==> config.mk <==
export PLATFORM = sky130hd
export DESIGN_NAME = branch_resolve_predict_flat
export DESIGN_NICKNAME = d
export VERILOG_FILES = /design/src/rtl/branch_resolve_predict_if.sv /design/src/rtl/branch_resolve_predict.sv /design/src/flat_wrapper.sv
export SDC_FILE = /design/constraint.sdc
export NUM_CORES = 1
export LEC_CHECK = 0
export ABC_AREA = 1
export BUFFER_PORTS_ARGS = -buffer_cell sky130_fd_sc_hd__buf_4
export CAP_MARGIN = 20
export CORE_MARGIN = 8
export CORE_UTILIZATION = 35
export CTS_CLUSTER_DIAMETER = 120
export DETAILED_ROUTE_END_ITERATION = 10
export PLACE_DENSITY = 0.51
export SETUP_SLACK_MARGIN = 0.3
export SYNTH_ARGS = -nofsm -noshare
export SYNTH_HDL_FRONTEND = slang
export SYNTH_SLANG_ARGS = --single-unit
==> constraint.sdc <==
create_clock -name clk -period 2.05 [get_ports clk]
set_input_delay 0.3075 -clock clk [delete_from_list [all_inputs] [get_ports clk]]
set_output_delay 0.3075 -clock clk [all_outputs]
set_load 0.02 [all_outputs]
==> src/rtl/branch_resolve_predict_if.sv <==
// EX-stage branch resolution / prediction bus: fetch lookup, EX resolve inputs,
// flush outputs and statistics.
interface branch_resolve_predict_if #(
    parameter int PC_W  = 16,
    parameter int CNT_W = 16
);
    logic [PC_W-1:0]  lookup_pc;
    logic             pred_taken;
    logic             ex_valid;
    logic             stall;
    logic [4:0]       ex_opcode;
    logic [1:0]       ex_flags;
    logic [PC_W-1:0]  ex_pc;
    logic             ex_pred_taken;
    logic             pc_branch_sel_out;
    logic             mispredict;
    logic             clr_stats;
    logic [CNT_W-1:0] branch_cnt;
    logic [CNT_W-1:0] mispred_cnt;

    modport master (
        output lookup_pc, ex_valid, stall, ex_opcode, ex_flags, ex_pc,
               ex_pred_taken, clr_stats,
        input  pred_taken, pc_branch_sel_out, mispredict, branch_cnt, mispred_cnt
    );

    modport slave (
        input  lookup_pc, ex_valid, stall, ex_opcode, ex_flags, ex_pc,
               ex_pred_taken, clr_stats,
        output pred_taken, pc_branch_sel_out, mispredict, branch_cnt, mispred_cnt
    );
endinterface

==> src/rtl/branch_resolve_predict.sv <==
// Branch resolution for EX with a PC-indexed table of 2-bit saturating
// predictors, a registered flush pulse and saturating statistics.
module bp_ctr_cell #(
    parameter logic [1:0] CTR_RESET = 2'b01
) (
    input  logic       clk,
    input  logic       rst_n,
    input  logic       i_upd,
    input  logic       i_taken,
    output logic [1:0] o_ctr
);
    typedef enum logic [1:0] {
        S_SNT = 2'b00,
        S_WNT = 2'b01,
        S_WT  = 2'b10,
        S_ST  = 2'b11
    } state_e;

    state_e r_state;
    state_e w_next;

    always_ff @(posedge clk or negedge rst_n) begin
        if (!rst_n) r_state <= state_e'(CTR_RESET);
        else        r_state <= w_next;
    end

    always_comb begin
        w_next = r_state;
        if (i_upd) begin
            unique case (r_state)
                S_SNT: w_next = i_taken ? S_WNT : S_SNT;
                S_WNT: w_next = i_taken ? S_WT  : S_SNT;
                S_WT:  w_next = i_taken ? S_ST  : S_WNT;
                S_ST:  w_next = i_taken ? S_ST  : S_WT;
                default: w_next = r_state;
            endcase
        end
    end

    assign o_ctr = r_state;
endmodule

module branch_resolve_predict #(
    parameter int         PC_W      = 16,
    parameter int         IDX_W     = 4,
    parameter logic [1:0] CTR_RESET = 2'b01,
    parameter int         CNT_W     = 16
) (
    input logic                   clk,
    input logic                   rst_n,
    branch_resolve_predict_if.slave bus
);
    localparam int DEPTH = 1 << IDX_W;
    localparam logic [4:0] OP_BEQ = 5'b10011;
    localparam logic [4:0] OP_BLT = 5'b10100;
    localparam logic [4:0] OP_BGT = 5'b10101;
    localparam logic [4:0] OP_BNE = 5'b10110;

    logic                  w_is_br;
    logic                  w_taken;
    logic                  w_accept;
    logic                  w_mis;
    logic [IDX_W-1:0]      w_upd_idx;
    logic [IDX_W-1:0]      w_lk_idx;
    logic [DEPTH-1:0][1:0] w_ctr;

    logic             r_sel;
    logic             r_mis;
    logic [CNT_W-1:0] r_bcnt;
    logic [CNT_W-1:0] r_mcnt;

    // Each opcode looks at exactly one flag bit so the other can be X.
    always_comb begin
        w_is_br = 1'b1;
        w_taken = 1'b0;
        case (bus.ex_opcode)
            OP_BEQ:  w_taken =  bus.ex_flags[1];
            OP_BNE:  w_taken = ~bus.ex_flags[1];
            OP_BLT:  w_taken =  bus.ex_flags[0];
            OP_BGT:  w_taken = ~bus.ex_flags[0];
            default: w_is_br = 1'b0;
        endcase
    end

    assign w_accept  = bus.ex_valid & ~bus.stall & w_is_br;
    assign w_mis     = w_taken ^ bus.ex_pred_taken;
    assign w_upd_idx = bus.ex_pc[IDX_W-1:0];
    assign w_lk_idx  = bus.lookup_pc[IDX_W-1:0];

    for (genvar g = 0; g < DEPTH; g++) begin : g_tab
        bp_ctr_cell #(.CTR_RESET(CTR_RESET)) u_cell (
            .clk     (clk),
            .rst_n   (rst_n),
            .i_upd   (w_accept && (w_upd_idx == IDX_W'(g))),
            .i_taken (w_taken),
            .o_ctr   (w_ctr[g])
        );
    end

    // Read is the registered entry state: a same-cycle update is not bypassed.
    assign bus.pred_taken = w_ctr[w_lk_idx][1];

    always_ff @(posedge clk or negedge rst_n) begin
        if (!rst_n) begin
            r_sel <= 1'b0;
            r_mis <= 1'b0;
        end else begin
            r_sel <= w_accept & w_taken;
            r_mis <= w_accept & w_mis;
        end
    end

    always_ff @(posedge clk or negedge rst_n) begin
        if (!rst_n) begin
            r_bcnt <= '0;
            r_mcnt <= '0;
        end else if (bus.clr_stats) begin
            r_bcnt <= '0;
            r_mcnt <= '0;
        end else if (w_accept) begin
            if (r_bcnt != '1)          r_bcnt <= r_bcnt + 1'b1;
            if (w_mis && r_mcnt != '1) r_mcnt <= r_mcnt + 1'b1;
        end
    end

    assign bus.pc_branch_sel_out = r_sel;
    assign bus.mispredict        = r_mis;
    assign bus.branch_cnt        = r_bcnt;
    assign bus.mispred_cnt       = r_mcnt;
endmodule

==> src/flat_wrapper.sv <==
// flat-port wrapper written by rule: the top's interface ports become plain ports
module branch_resolve_predict_flat 
#(
    parameter int         PC_W      = 16,
    parameter int         IDX_W     = 4,
    parameter logic [1:0] CTR_RESET = 2'b01,
    parameter int         CNT_W     = 16
)
  (clk, rst_n, bus_lookup_pc, bus_ex_valid, bus_stall, bus_ex_opcode, bus_ex_flags, bus_ex_pc, bus_ex_pred_taken, bus_clr_stats, bus_pred_taken, bus_pc_branch_sel_out, bus_mispredict, bus_branch_cnt, bus_mispred_cnt);
  branch_resolve_predict_if #(.PC_W(PC_W), .CNT_W(CNT_W)) bus_i ();
  input logic clk;
  input logic rst_n;
  input wire logic [$bits(bus_i.lookup_pc)-1:0] bus_lookup_pc;
  input wire logic [$bits(bus_i.ex_valid)-1:0] bus_ex_valid;
  input wire logic [$bits(bus_i.stall)-1:0] bus_stall;
  input wire logic [$bits(bus_i.ex_opcode)-1:0] bus_ex_opcode;
  input wire logic [$bits(bus_i.ex_flags)-1:0] bus_ex_flags;
  input wire logic [$bits(bus_i.ex_pc)-1:0] bus_ex_pc;
  input wire logic [$bits(bus_i.ex_pred_taken)-1:0] bus_ex_pred_taken;
  input wire logic [$bits(bus_i.clr_stats)-1:0] bus_clr_stats;
  output wire logic [$bits(bus_i.pred_taken)-1:0] bus_pred_taken;
  output wire logic [$bits(bus_i.pc_branch_sel_out)-1:0] bus_pc_branch_sel_out;
  output wire logic [$bits(bus_i.mispredict)-1:0] bus_mispredict;
  output wire logic [$bits(bus_i.branch_cnt)-1:0] bus_branch_cnt;
  output wire logic [$bits(bus_i.mispred_cnt)-1:0] bus_mispred_cnt;
  assign bus_i.lookup_pc = bus_lookup_pc;
  assign bus_i.ex_valid = bus_ex_valid;
  assign bus_i.stall = bus_stall;
  assign bus_i.ex_opcode = bus_ex_opcode;
  assign bus_i.ex_flags = bus_ex_flags;
  assign bus_i.ex_pc = bus_ex_pc;
  assign bus_i.ex_pred_taken = bus_ex_pred_taken;
  assign bus_i.clr_stats = bus_clr_stats;
  assign bus_pred_taken = bus_i.pred_taken;
  assign bus_pc_branch_sel_out = bus_i.pc_branch_sel_out;
  assign bus_mispredict = bus_i.mispredict;
  assign bus_branch_cnt = bus_i.branch_cnt;
  assign bus_mispred_cnt = bus_i.mispred_cnt;
  branch_resolve_predict #(.PC_W(PC_W), .IDX_W(IDX_W), .CTR_RESET(CTR_RESET), .CNT_W(CNT_W)) u_core (.clk(clk), .rst_n(rst_n), .bus(bus_i));
endmodule
==> After elaboration in Yosys (flattened, before gate mapping) <==
Index checks and enable logic that the tools add are counted.
{ "op_classes": {"add_sub_neg": 2, "order_cmp": 1, "eq_ne": 69, "n_mux": 30, "bitwise_logic": 8, "reduce_logical": 40} }
{ "ops": {"columns": ["op", "n"], "rows": [
  ["$pmux W2 S4", 16],
  ["$mux W16", 6],
  ["$eq A2 B2 Y1 const B", 32],
  ["$add A16 B1 Y16 const B", 2],
  ["$eq A2 B1 Y1 const B", 16],
  ["$eq A4 B4 Y1 const B", 8],
  ["$logic_not A2 Y1", 16],
  ["$ne A16 B16 Y1 const B", 2],
  ["$eq A5 B5 Y1 const B", 4],
  ["$logic_and A1 B1 Y1", 17],
  ["$eq A4 B3 Y1 const B", 4],
  ["$bmux W2 S4", 1],
  ["$eq A4 B2 Y1 const B", 2],
  ["$mux W2", 3],
  ["$reduce_bool A2 Y1", 3],
  ["$lt A4 B5 Y1 const B", 1],
  ["$and A1 B1 Y1", 4],
  ["$eq A4 B1 Y1 const B", 1],
  ["$logic_not A4 Y1", 1],
  ["$pmux W1 S4", 1],
  ["$reduce_and A2 Y1", 2],
  ["$reduce_or A4 Y1", 1],
  ["$mux W1", 3],
  ["$not A1 Y1", 3],
  ["$xor A1 B1 Y1", 1]
]} }
{ "word_totals": {"register_bits": 66, "input_bits": 45, "out_inout_bits": 35, "elab_cells": 170} }

==> Logic depth before layout (Yosys ltp) <==
Gate-level depths: netlist of run 1.
{ "depth": {"word_depth": 7, "depth_mapped": 12, "mapped_depth_nobuf": 11} }

==> Hierarchy <==
Synthesis of run 1 repeated with hierarchy kept, for this count alone.
{ "hier_totals": {"cells_unflattened": 577, "hier_area_um2": 4151.5} }
{ "modules_own_cells": {"columns": ["module", "n_inst", "cells_per_inst", "area_each_um2"], "rows": [
  ["branch_resolve_predict", 1, 369, 2590.0],
  ["bp_ctr_cell", 16, 13, 97.6]
]} }

==> Least setup slack after synthesis of run 1 <==
OpenSTA, ideal clock, no wires.
{ "synth_timing": {"kind": "in2out", "startpoint": "input port bus_lookup_pc[0]", "endpoint": "output port bus_pred_taken", "arrival_time_ps": 1516, "t_required_ps": 1742, "setup_slack_ps": 227, "cell_stages": 6, "cell_sequence": "clkbuf_1 clkbuf_1 o21ai_0 o211ai_1 o21ai_0 o21ai_0"} }
{ "synth_via": {"elab_chain_cells": 2} }
{ "synth_rtl": {"columns": ["element", "line_no", "text"], "rows": [
  ["from (decl)", "flat_wrapper.sv:13", "input wire logic [$bits(bus_i.lookup_pc)-1:0] bus_lookup_pc;"],
  ["$bmux W2 S4", "branch_resolve_predict.sv:101", "assign bus.pred_taken = w_ctr[w_lk_idx][1];"],
  ["$mux W2 (implied by the code)", "branch_resolve_predict.sv:101", null],
  ["to (decl)", "flat_wrapper.sv:21", "output wire logic [$bits(bus_i.pred_taken)-1:0] bus_pred_taken;"]
]} }
No other way between the ends. The select of a mux whose other input is x is not followed.

==> Final worst setup path of run 1 <==
{ "layout_timing": {"startpoint": "register u_core.g_tab[12].u_cell.r_state[1]", "endpoint": "output port bus_pred_taken"} }
{ "layout_via": {"elab_chain_cells": 2} }
{ "layout_rtl": {"columns": ["element", "line_no", "text"], "rows": [
  ["from (decl)", "branch_resolve_predict.sv:19", "state_e r_state;"],
  ["from (signal assigned)", "branch_resolve_predict.sv:23", "if (!rst_n) r_state <= state_e'(CTR_RESET);"],
  ["from (signal assigned)", "branch_resolve_predict.sv:24", "else r_state <= w_next;"],
  ["$bmux W2 S4", "branch_resolve_predict.sv:101", null],
  ["$mux W2 (implied by the code)", "branch_resolve_predict.sv:101", null]
]} }
No other way between the ends. The select of a mux whose other input is x is not followed.

==> flow_summary.ini, run 1 <==
[routing]
num_vias = 3856
antenna_left = 0
first_iter_violations = 201
dr.pass1.iters = 5
drt-total-wl_mm = 10.7
wire_per_inst_um = 13.7
drc = 0
vias_per_cell = 4.91

[finish]
multi_input_area_um2 = 2210
final_net_count = 684
layoutNonFillerInstCount = 785
antenna_cells = 0
layout_common_cells = nand2_1, nor2_1, buf_4
layout_commonest_cell = nand2_1
register_area_um2 = 1680
synthToLayoutAreaGrowth_pct = 23.8
fill_cells = 1156
fin_util_pct = 44.4
final_layout_size_suffix_gt1_share_pct = 22.6

[clock_network]
cts_num_sinks = 66
insertion_delay_ns = 0.33
cts_tree = yes
clock_path_buffers = 2
clkTransAtPathRegs_ns = 0.06
cts_root_buffer = clkbuf_16
cts_buffers = 9
htree_levels = 3

[setup_path]
crit_arrival_ns = 1.45
cpPeakStageDelay_ns = 0.38
slowest_stage = dfrtp_1
cp-end-kind = output pin
r2r_end = u_core.bus.branch_cnt[9]
r2r_cells = 8
path_cells = inv_2 > nor2_1 > a21oi_1 > o21ai_1 > o221ai_1 > o21ai_1 > buf_4
cp.required_ns = 1.74
path_max_fanout = 3
rrSetupSlack_ns = 0.44
r2r-start = u_core.bus.branch_cnt[0]
critPathLaunchType = register
criticalPathCategory = register to output pin
cp_common_cell = o21ai_1

[synthesis]
yosysTopAreaCell = dfrtp_1
syn_avg_cell_area_um2 = 7.11
ys_warn_count = 0
syn_area_um2 = 4080
syn_nets = 620
syn_inst = 573
netlist.area_leader.share_pct = 30.7
ys_types = 38
ys_seq_elements = 66
synth_area_leaders = dfrtp_1, nand2_1, dfstp_2, nor2_1, nand3_1
ys_seq_area_share_pct = 41.0

[place]
pre_cts_ws_ns = 0.234
numPortBuffers = 55
place_inst = 762
dp_hpwl_mm = 7.43
gp_congestion = 0.844

[outcome]
outcome = finished clean

[hold_path]
worstHoldEndpoint = u_core.bus.pc_branch_sel_out
hold_depth = 4
min_from = bus_stall
hold_class = primary input to register

[global_routing]
grt_util_all_layers_pct = 14.6
grt_pass1_wl_mm = 18.0
antenna_found_initial = 0
grt_overflow = 0
grt_pass1_vias = 3827
grt_max_degree = 42

[sta]
relSlewSlack_pct = 70.1
skew_ns = 0.00447
tightest_slew_ns = 0.446
timing.final.crit_share_pct = 86.0
rsz0062_at_grt = yes
drv_slew = 0
finalHoldViolCount = 0
fin_setup_tns_ns = 0
fin_ws_ns = 0.288
final-setup-viol-count = 0
holdWs_ns = 0.219
fin_crit_ns = 1.76
fmax_mhz = 567

[floorplanning]
die_h_um = 124
die-area_um2 = 15400
row_count = 39
io_pins = 80
coreArea_um2 = 11400
initial_core_util_pct = 35.8
die_w_um = 124

[power]
p_per_area_nw_per_um2 = 632
ir_drop_mv = 0.390
p_leak_uw = 0.00231

[job]
drv_cap = 0
-- worst max-delay path: cells and delay by family, from the launching register on --
family          cells  cell delay, ns
compound gates      4            0.46
buf+inv             2            0.23
flops               1            0.38
simple gates        1            0.04
-- worst max path at each step --
stage,from,endpoint,slack [ns],cells after the start
after floorplan,u_core.bus.mispred_cnt[0],u_core.bus.mispred_cnt[6],0.37,9
after global placement,bus_ex_opcode[3],u_core.g_tab[11].u_cell.o_ctr[1],0.31,11
after detailed placement,bus_ex_opcode[3],u_core.g_tab[12].u_cell.o_ctr[1],0.23,12
after CTS,u_core.bus.branch_cnt[0],u_core.bus.branch_cnt[7],0.29,9
after global routing,u_core.g_tab[12].u_cell.o_ctr[1],bus_pred_taken,0.18,7
final,u_core.g_tab[12].u_cell.o_ctr[1],bus_pred_taken,0.29,7
-- cells in the mapped netlist --
library cell / number
dfstp_2: 16
a31o_2: 2
ha_1: 2
o221ai_1: 1
xor2_1: 12
o211ai_1: 2
mux2i_1: 2
buf_6: 1
a21oi_1: 10
o21bai_1: 1
xnor2_1: 4
inv_1: 36
a22oi_1: 1
buf_8: 1
o31ai_1: 8
nor3b_1: 2
inv_2: 5
nand3_2: 7
nor2_1: 71
nand4_2: 1
nor2_2: 6
o21ai_0: 24
or2_2: 1
nor3_4: 1
buf_4: 1
nor3_2: 1
nand2_1: 202
clkbuf_1: 7
o21ai_1: 21
nor3_1: 6
nand3_1: 43
dfrtp_1: 50
nor2_4: 1
buf_2: 6
nand2_4: 2
nand3_4: 1
nand2_2: 9
nand4_1: 6
-- kinds of logic (layout without fill, tap and decap cells) --
kind of cell    count (synthesis)  count (layout)  share of synthesized area (%)
buf+inv                        57             124                           5.99
fa+ha+maj                       2               2                          0.614
xor+xnor                       16              16                           3.44
simple gates                  360             362                           38.8
flops                          66              66                           41.0
compound gates                 70              70                           9.61
mux                             2               2                          0.491
-- power breakdown --
part	switching [uW]	total, uW	internal, uW
Clock	590	1560	971
Combinational	182	279	97.2
Sequential	24.6	1350	1320
Total	796	3190	2390
-- layout make-up --
class / count / share of cell area [%]
Clock buffer: 11 / 4.81
Clock inverter: 5 / 1.07
Inverter: 41 / 3.05
Multi-Input combinational cell: 452 / 43.8
Sequential cell: 66 / 33.3
Tap cell: 143 / 3.55
Timing Repair Buffer: 67 / 10.5
-- metal layers --
metal  global-route usage, %  vias up  part of all wire, %
met3                    4.22        8                  4.0
li1                        -     1979                    -
met5                       0        -                    0
met4                    4.24        0                  1.1
met2                    23.8       54                   48
met1                    18.3     1815                   47
-- registers in the layout (all words and copies together), names as in the netlist --
| name | count |
|---|---|
| u_core.bus.branch_cnt | 16 |
| u_core.bus.pc_branch_sel_out | 1 |
| u_core.bus.mispred_cnt | 16 |
| u_core.g_tab.u_cell.o_ctr | 32 |
| u_core.bus.mispredict | 1 |
-- timing repair --
item	in CTS	in global routing
endpoints found under the setup margin	14	27
gates resized for setup	4	12
hold endpoints to repair	20	0
setup buffers	1	3
cloned	0	2
pin swaps	0	5
hold buffers	1	0
-- stage by stage --
stage	power, uW	instance area (um^2)
after floorplan	1510	4080
after detailed placement	1640	4650
after global routing	3300	5050
final	3190	5050
after global placement	1640	4650
after CTS	3230	4980
Note: power is estimated with default switching activity, not from simulation.
==> run 2: changes to the inputs <==
--- a/config.mk
+++ b/config.mk
@@ -8,11 +8,10 @@
 export ABC_AREA = 1
 export BUFFER_PORTS_ARGS = -buffer_cell sky130_fd_sc_hd__buf_4
 export CAP_MARGIN = 20
-export CORE_MARGIN = 8
-export CORE_UTILIZATION = 35
+export CORE_UTILIZATION = 50
 export CTS_CLUSTER_DIAMETER = 120
 export DETAILED_ROUTE_END_ITERATION = 10
-export PLACE_DENSITY = 0.51
+export PLACE_DENSITY = 0.69
 export SETUP_SLACK_MARGIN = 0.3
 export SYNTH_ARGS = -nofsm -noshare
 export SYNTH_HDL_FRONTEND = slang
==> flow_summary.ini, run 2 (synthesis gave the netlist of run 1 again) <==
[global_routing]
grt_overflow = 0
grt_util_all_layers_pct = 23.9
grt_pass1_vias = 3716
grt_pass1_wl_mm = 16.4
antenna_found_initial = 0
grt_max_degree = 38

[finish]
synthToLayoutAreaGrowth_pct = 21.3
layout_common_cells = nand2_1, nor2_1, buf_4
final_net_count = 681
final_layout_size_suffix_gt1_share_pct = 22.1
layout_commonest_cell = nand2_1
fill_cells = 704
fin_util_pct = 63.3
finish.instance_area_um2 = 4940
antenna_cells = 0
largest_reg_flops = 32
multi_input_area_um2 = 2210
register_area_um2 = 1670

[setup_path]
crit_arrival_ns = 1.47
cp.required_ns = 1.74
r2r-start = u_core.bus.mispred_cnt[7]
path_max_fanout = 3
critPathLaunchType = register
cp-end-kind = output pin
r2r_cells = 8
rrSetupSlack_ns = 0.38
r2r_end = u_core.bus.mispred_cnt[1]
criticalPathCategory = register to output pin

[routing]
antenna_left = 0
num_vias = 3945
dr.pass1.iters = 4
drt-total-wl_mm = 9.81
first_iter_violations = 230
vias_per_cell = 5.32
drc = 0
wire_per_inst_um = 13.2

[sta]
relSlewSlack_pct = 65.2
skew_ns = 0.0108
tightest_slew_ns = 0.522
finalHoldViolCount = 0
fin_crit_ns = 1.78
fmax_mhz = 563
holdWs_ns = 0.214
fin_setup_tns_ns = 0
drv_slew = 0
rsz0062_at_grt = yes
final-setup-viol-count = 0
timing.final.crit_share_pct = 86.7

[clock_network]
clkTransAtPathRegs_ns = 0.08
cts_buffers = 9
cts_tree = yes
insertion_delay_ns = 0.34
clock_path_buffers = 2
cts_root_buffer = clkbuf_8
cts_num_sinks = 66
htree_levels = 3

[place]
gp_congestion = 0.884
dpl_cell_area_um2 = 4590
dp_hpwl_mm = 6.57
numPortBuffers = 55

[floorplanning]
initial_core_util_pct = 52.2
io_pins = 80
row_count = 32
coreArea_um2 = 7810
die_h_um = 92.3
die_w_um = 92.3
die-area_um2 = 8520

[hold_path]
worstHoldEndpoint = u_core.bus.pc_branch_sel_out
hold_depth = 4
min_from = bus_stall
hold_class = primary input to register

[power]
p_per_area_nw_per_um2 = 624
p_leak_uw = 0.00228
ir_drop_mv = 0.333

[job]
drv_cap = 0

[outcome]
outcome = finished clean
run 2: worst max-delay path: stages (launching register included):
cell	delay (ns)
dfrtp_1	0.39
inv_2	0.08
nor2_2	0.03
a21oi_1	0.11
o21ai_1	0.10
o221ai_1	0.17
o21ai_1	0.09
buf_4	0.16
run 2: how the worst max path moves through the flow:
stage	from	endpoint	slack [ns]	cells after the start
2_1_floorplan	u_core.bus.mispred_cnt[0]	u_core.bus.mispred_cnt[6]	0.37	9
3_3_place_gp	bus_ex_opcode[3]	u_core.bus.mispred_cnt[8]	0.27	11
3_5_place_dp	bus_ex_opcode[3]	u_core.bus.mispred_cnt[4]	0.26	11
4_1_cts	u_core.g_tab[8].u_cell.o_ctr[1]	bus_pred_taken	0.30	7
5_1_grt	u_core.g_tab[12].u_cell.o_ctr[1]	bus_pred_taken	0.11	7
6_report	u_core.g_tab[12].u_cell.o_ctr[1]	bus_pred_taken	0.27	7
run 2: stage by stage:
step / instances / power [uW] / setup WS (ns)
2_1_floorplan: 573 / 1510 / 0.368
3_3_place_gp: 719 / 1630 / 0.274
3_5_place_dp: 719 / 1630 / 0.260
4_1_cts: 737 / 3100 / 0.300
5_1_grt: 741 / 3220 / 0.107
6_report: 741 / 3080 / 0.273
run 2: timing repair:
item,in CTS,in global routing
pin swaps,0,5
cloned,0,2
gates resized for setup,4,9
buffers inserted,1,2
endpoints found under the setup margin,1,28
hold endpoints to repair,26,0
hold buffers,1,0
run 2: final cells by class:
type                    count  area share [%]
clock buffers               9            2.51
multi-input cells         452            44.8
flip-flops and latches     66            33.9
repair buffers             64            10.3
well taps                 102            2.58
clock inverters             7            2.86
inverters                  41            3.11
run 2: where the power goes:
| group | switching (uW) | leakage [uW] | internal (uW) |
|---|---|---|---|
| combinational | 180 | 0.00129 | 94.4 |
| sequential | 23.5 | 0.000857 | 1320 |
| clock | 533 | 0.000129 | 931 |
run 2: routing by layer:
layer  global-route usage [%]  part of all wire [%]
met5                        0                     0
met4                     8.72                   1.3
met3                     3.15                   3.8
met2                     39.9                    48
met1                     31.7                    47
==> run 3: changes to the inputs <==
--- a/config.mk
+++ b/config.mk
@@ -8,11 +8,14 @@
 export ABC_AREA = 1
 export BUFFER_PORTS_ARGS = -buffer_cell sky130_fd_sc_hd__buf_4
 export CAP_MARGIN = 20
-export CORE_UTILIZATION = 50
+export CELL_PAD_IN_SITES_DETAIL_PLACEMENT = 0
+export CELL_PAD_IN_SITES_GLOBAL_PLACEMENT = 1
+export CORE_UTILIZATION = 40
 export CTS_CLUSTER_DIAMETER = 120
 export DETAILED_ROUTE_END_ITERATION = 10
-export PLACE_DENSITY = 0.69
+export PLACE_DENSITY = 0.76
 export SETUP_SLACK_MARGIN = 0.3
 export SYNTH_ARGS = -nofsm -noshare
 export SYNTH_HDL_FRONTEND = slang
+export SYNTH_HIERARCHICAL = 1
 export SYNTH_SLANG_ARGS = --single-unit
==> flow_summary.ini, run 3 <==
[synthesis]
ys_types = 35
synth_area_leaders = dfrtp_1, nand2_1, dfstp_2, inv_1, nor2_1
syn_nets = 624
ys_seq_elements = 66
synthTopCellsByCount = nand2_1, inv_1, nor2_1
synth.most_common_cell = nand2_1
ys_seq_area_share_pct = 40.3
syn_inst = 577
syn_area_um2 = 4150
synthFlopType = dfrtp_1
netlist.area_leader.share_pct = 30.1
yosysTopAreaCell = dfrtp_1
async_reset_ff_share_pct = 100
ys_warn_count = 6
syn_avg_cell_area_um2 = 7.19
synth_edf_count = 0

[global_routing]
grt_util_all_layers_pct = 19.6
grt_max_degree = 66
grt_pass1_vias = 3613
grt_overflow = 0
antenna_found_initial = 0
grt_pass1_wl_mm = 17.2

[outcome]
outcome = finished clean

[place]
numPortBuffers = 55
dp_hpwl_mm = 6.71
gp_congestion = 0.785

[routing]
highest_layer = met4
drc = 0
met1_length_mm = 4.99
wire_per_inst_um = 12.7
num_vias = 3948
first_iter_violations = 154
wl_met3_um = 306
antenna_left = 0
wl_met2_mm = 4.77
dr.pass1.iters = 6
vias_per_cell = 4.92
drt-total-wl_mm = 10.2

[sta]
relSlewSlack_pct = 66.4
fin_setup_tns_ns = 0
skew_ns = 0.00507
final-setup-viol-count = 0
rsz0062_at_grt = yes
timing.final.crit_share_pct = 85.5
finalHoldViolCount = 0
fin_crit_ns = 1.75
fmax_mhz = 571
tightest_slew_ns = 0.504
drv_slew = 0

[setup_path]
crit_arrival_ns = 1.45
path_max_fanout = 2
critPathLaunchType = register
cp-end-kind = output pin
criticalPathCategory = register to output pin
cp.required_ns = 1.74

[clock_network]
cts_tree = yes
cts_num_sinks = 66
clkTransAtPathRegs_ns = 0.07
clock_path_buffers = 2
cts_root_buffer = clkbuf_8
cts_buffers = 9
insertion_delay_ns = 0.34
htree_levels = 3

[finish]
final_net_count = 712
largest_reg_flops = 32
layout_common_cells = nand2_1, inv_1, nor2_1
synthToLayoutAreaGrowth_pct = 28.1
antenna_cells = 0
layout_commonest_cell = nand2_1
final_layout_size_suffix_gt1_share_pct = 24.5
fin_util_pct = 53.7

[job]
drv_cap = 0

[floorplanning]
initial_core_util_pct = 41.9
io_pins = 80
die_w_um = 104
coreArea_um2 = 9910
die_h_um = 104
row_count = 36
die-area_um2 = 10800

[hold_path]
hold_class = primary input to register

[power]
ir_drop_mv = 0.241
p_leak_uw = 0.00255
p_per_area_nw_per_um2 = 502
-- run 3: cell type report --
| cell class | instances | area (um^2) |
|---|---|---|
| inverters | 101 | 384 |
| repair buffers | 85 | 688 |
| clock inverters | 2 | 10.0 |
| flip-flops and latches | 66 | 1680 |
| well taps | 133 | 166 |
| fillers | 989 | 4590 |
| multi-input cells | 402 | 2220 |
| clock buffers | 14 | 173 |
-- run 3: metal layers --
metal	vias to the layer above	GRT usage, %
met3	9	2.63
met5	-	0
li1	2022	-
met1	1853	26.2
met4	0	7.14
met2	64	32.4
-- run 3: what timing repair did --
| action | 4_1_cts | 5_1_grt |
|---|---|---|
| endpoints found under the setup margin | 32 | 37 |
| gates cloned | 2 | 1 |
| hold buffers | 1 | 0 |
| pin swaps | 6 | 17 |
| hold endpoints to repair | 32 | 0 |
| buffers inserted | 6 | 13 |
| resized for setup | 14 | 29 |
-- run 3: final timing paths --
| path | start | to | slack, ns | cells past startpoint |
|---|---|---|---|---|
| max | u_core/g_tab[9].u_cell/o_ctr[1] | bus_pred_taken | 0.30 | 7 |
| min | bus_clr_stats | u_core/bus.branch_cnt[0] | 0.26 | 2 |
| max reg2reg | u_core/bus.mispred_cnt[0] | u_core/bus.mispred_cnt[11] | 0.32 | 10 |
| min reg2reg | u_core/g_tab[11].u_cell/o_ctr[0] | u_core/g_tab[11].u_cell/o_ctr[0] | 0.46 | 2 |
| max in group asynchronous | rst_n | u_core/g_tab[15].u_cell/o_ctr[0] | 0.96 | 3 |
| min in group asynchronous | rst_n | u_core/bus.branch_cnt[8] | 0.47 | 2 |
-- run 3: cells by family after synthesis --
family	after synthesis	share of synthesized area [%]
AO/OA/AOI/OAI	96	12.1
XOR/XNOR	21	4.43
adder cells (fa/ha/maj)	2	0.603
buffers and inverters	112	11.0
flip-flops	66	40.3
multiplexers	4	0.964
AND/OR/NAND/NOR	276	30.6
-- run 3: report_power, final --
group	total [uW]	switching, uW	internal (uW)
combinational	247	158	89.3
sequential	1370	18.7	1350
clock	1050	512	537
total	2670	689	1980
-- run 3: through the flow --
step                instance area (um^2)  total power [uW]  setup slack (ns)  cells  hold WS, ns
CTS                                 5080              2710             0.252    789        0.243
global route                        5320              2800             0.176    803        0.258
global placement                    4770              1610             0.152    764        0.318
floorplan                           4170              1510             0.346    577       0.0119
detailed placement                  4770              1620             0.121    764        0.322
finish                              5320              2670             0.297    803        0.260
-- run 3: critical path: stages, from the launching register on --
cell and delay (ns):
dfrtp_1 0.39, inv_1 0.07, a21oi_1 0.05, o21ai_1 0.08, o21ai_1 0.11, o211ai_1 0.18
nand2_1 0.09, buf_6 0.14
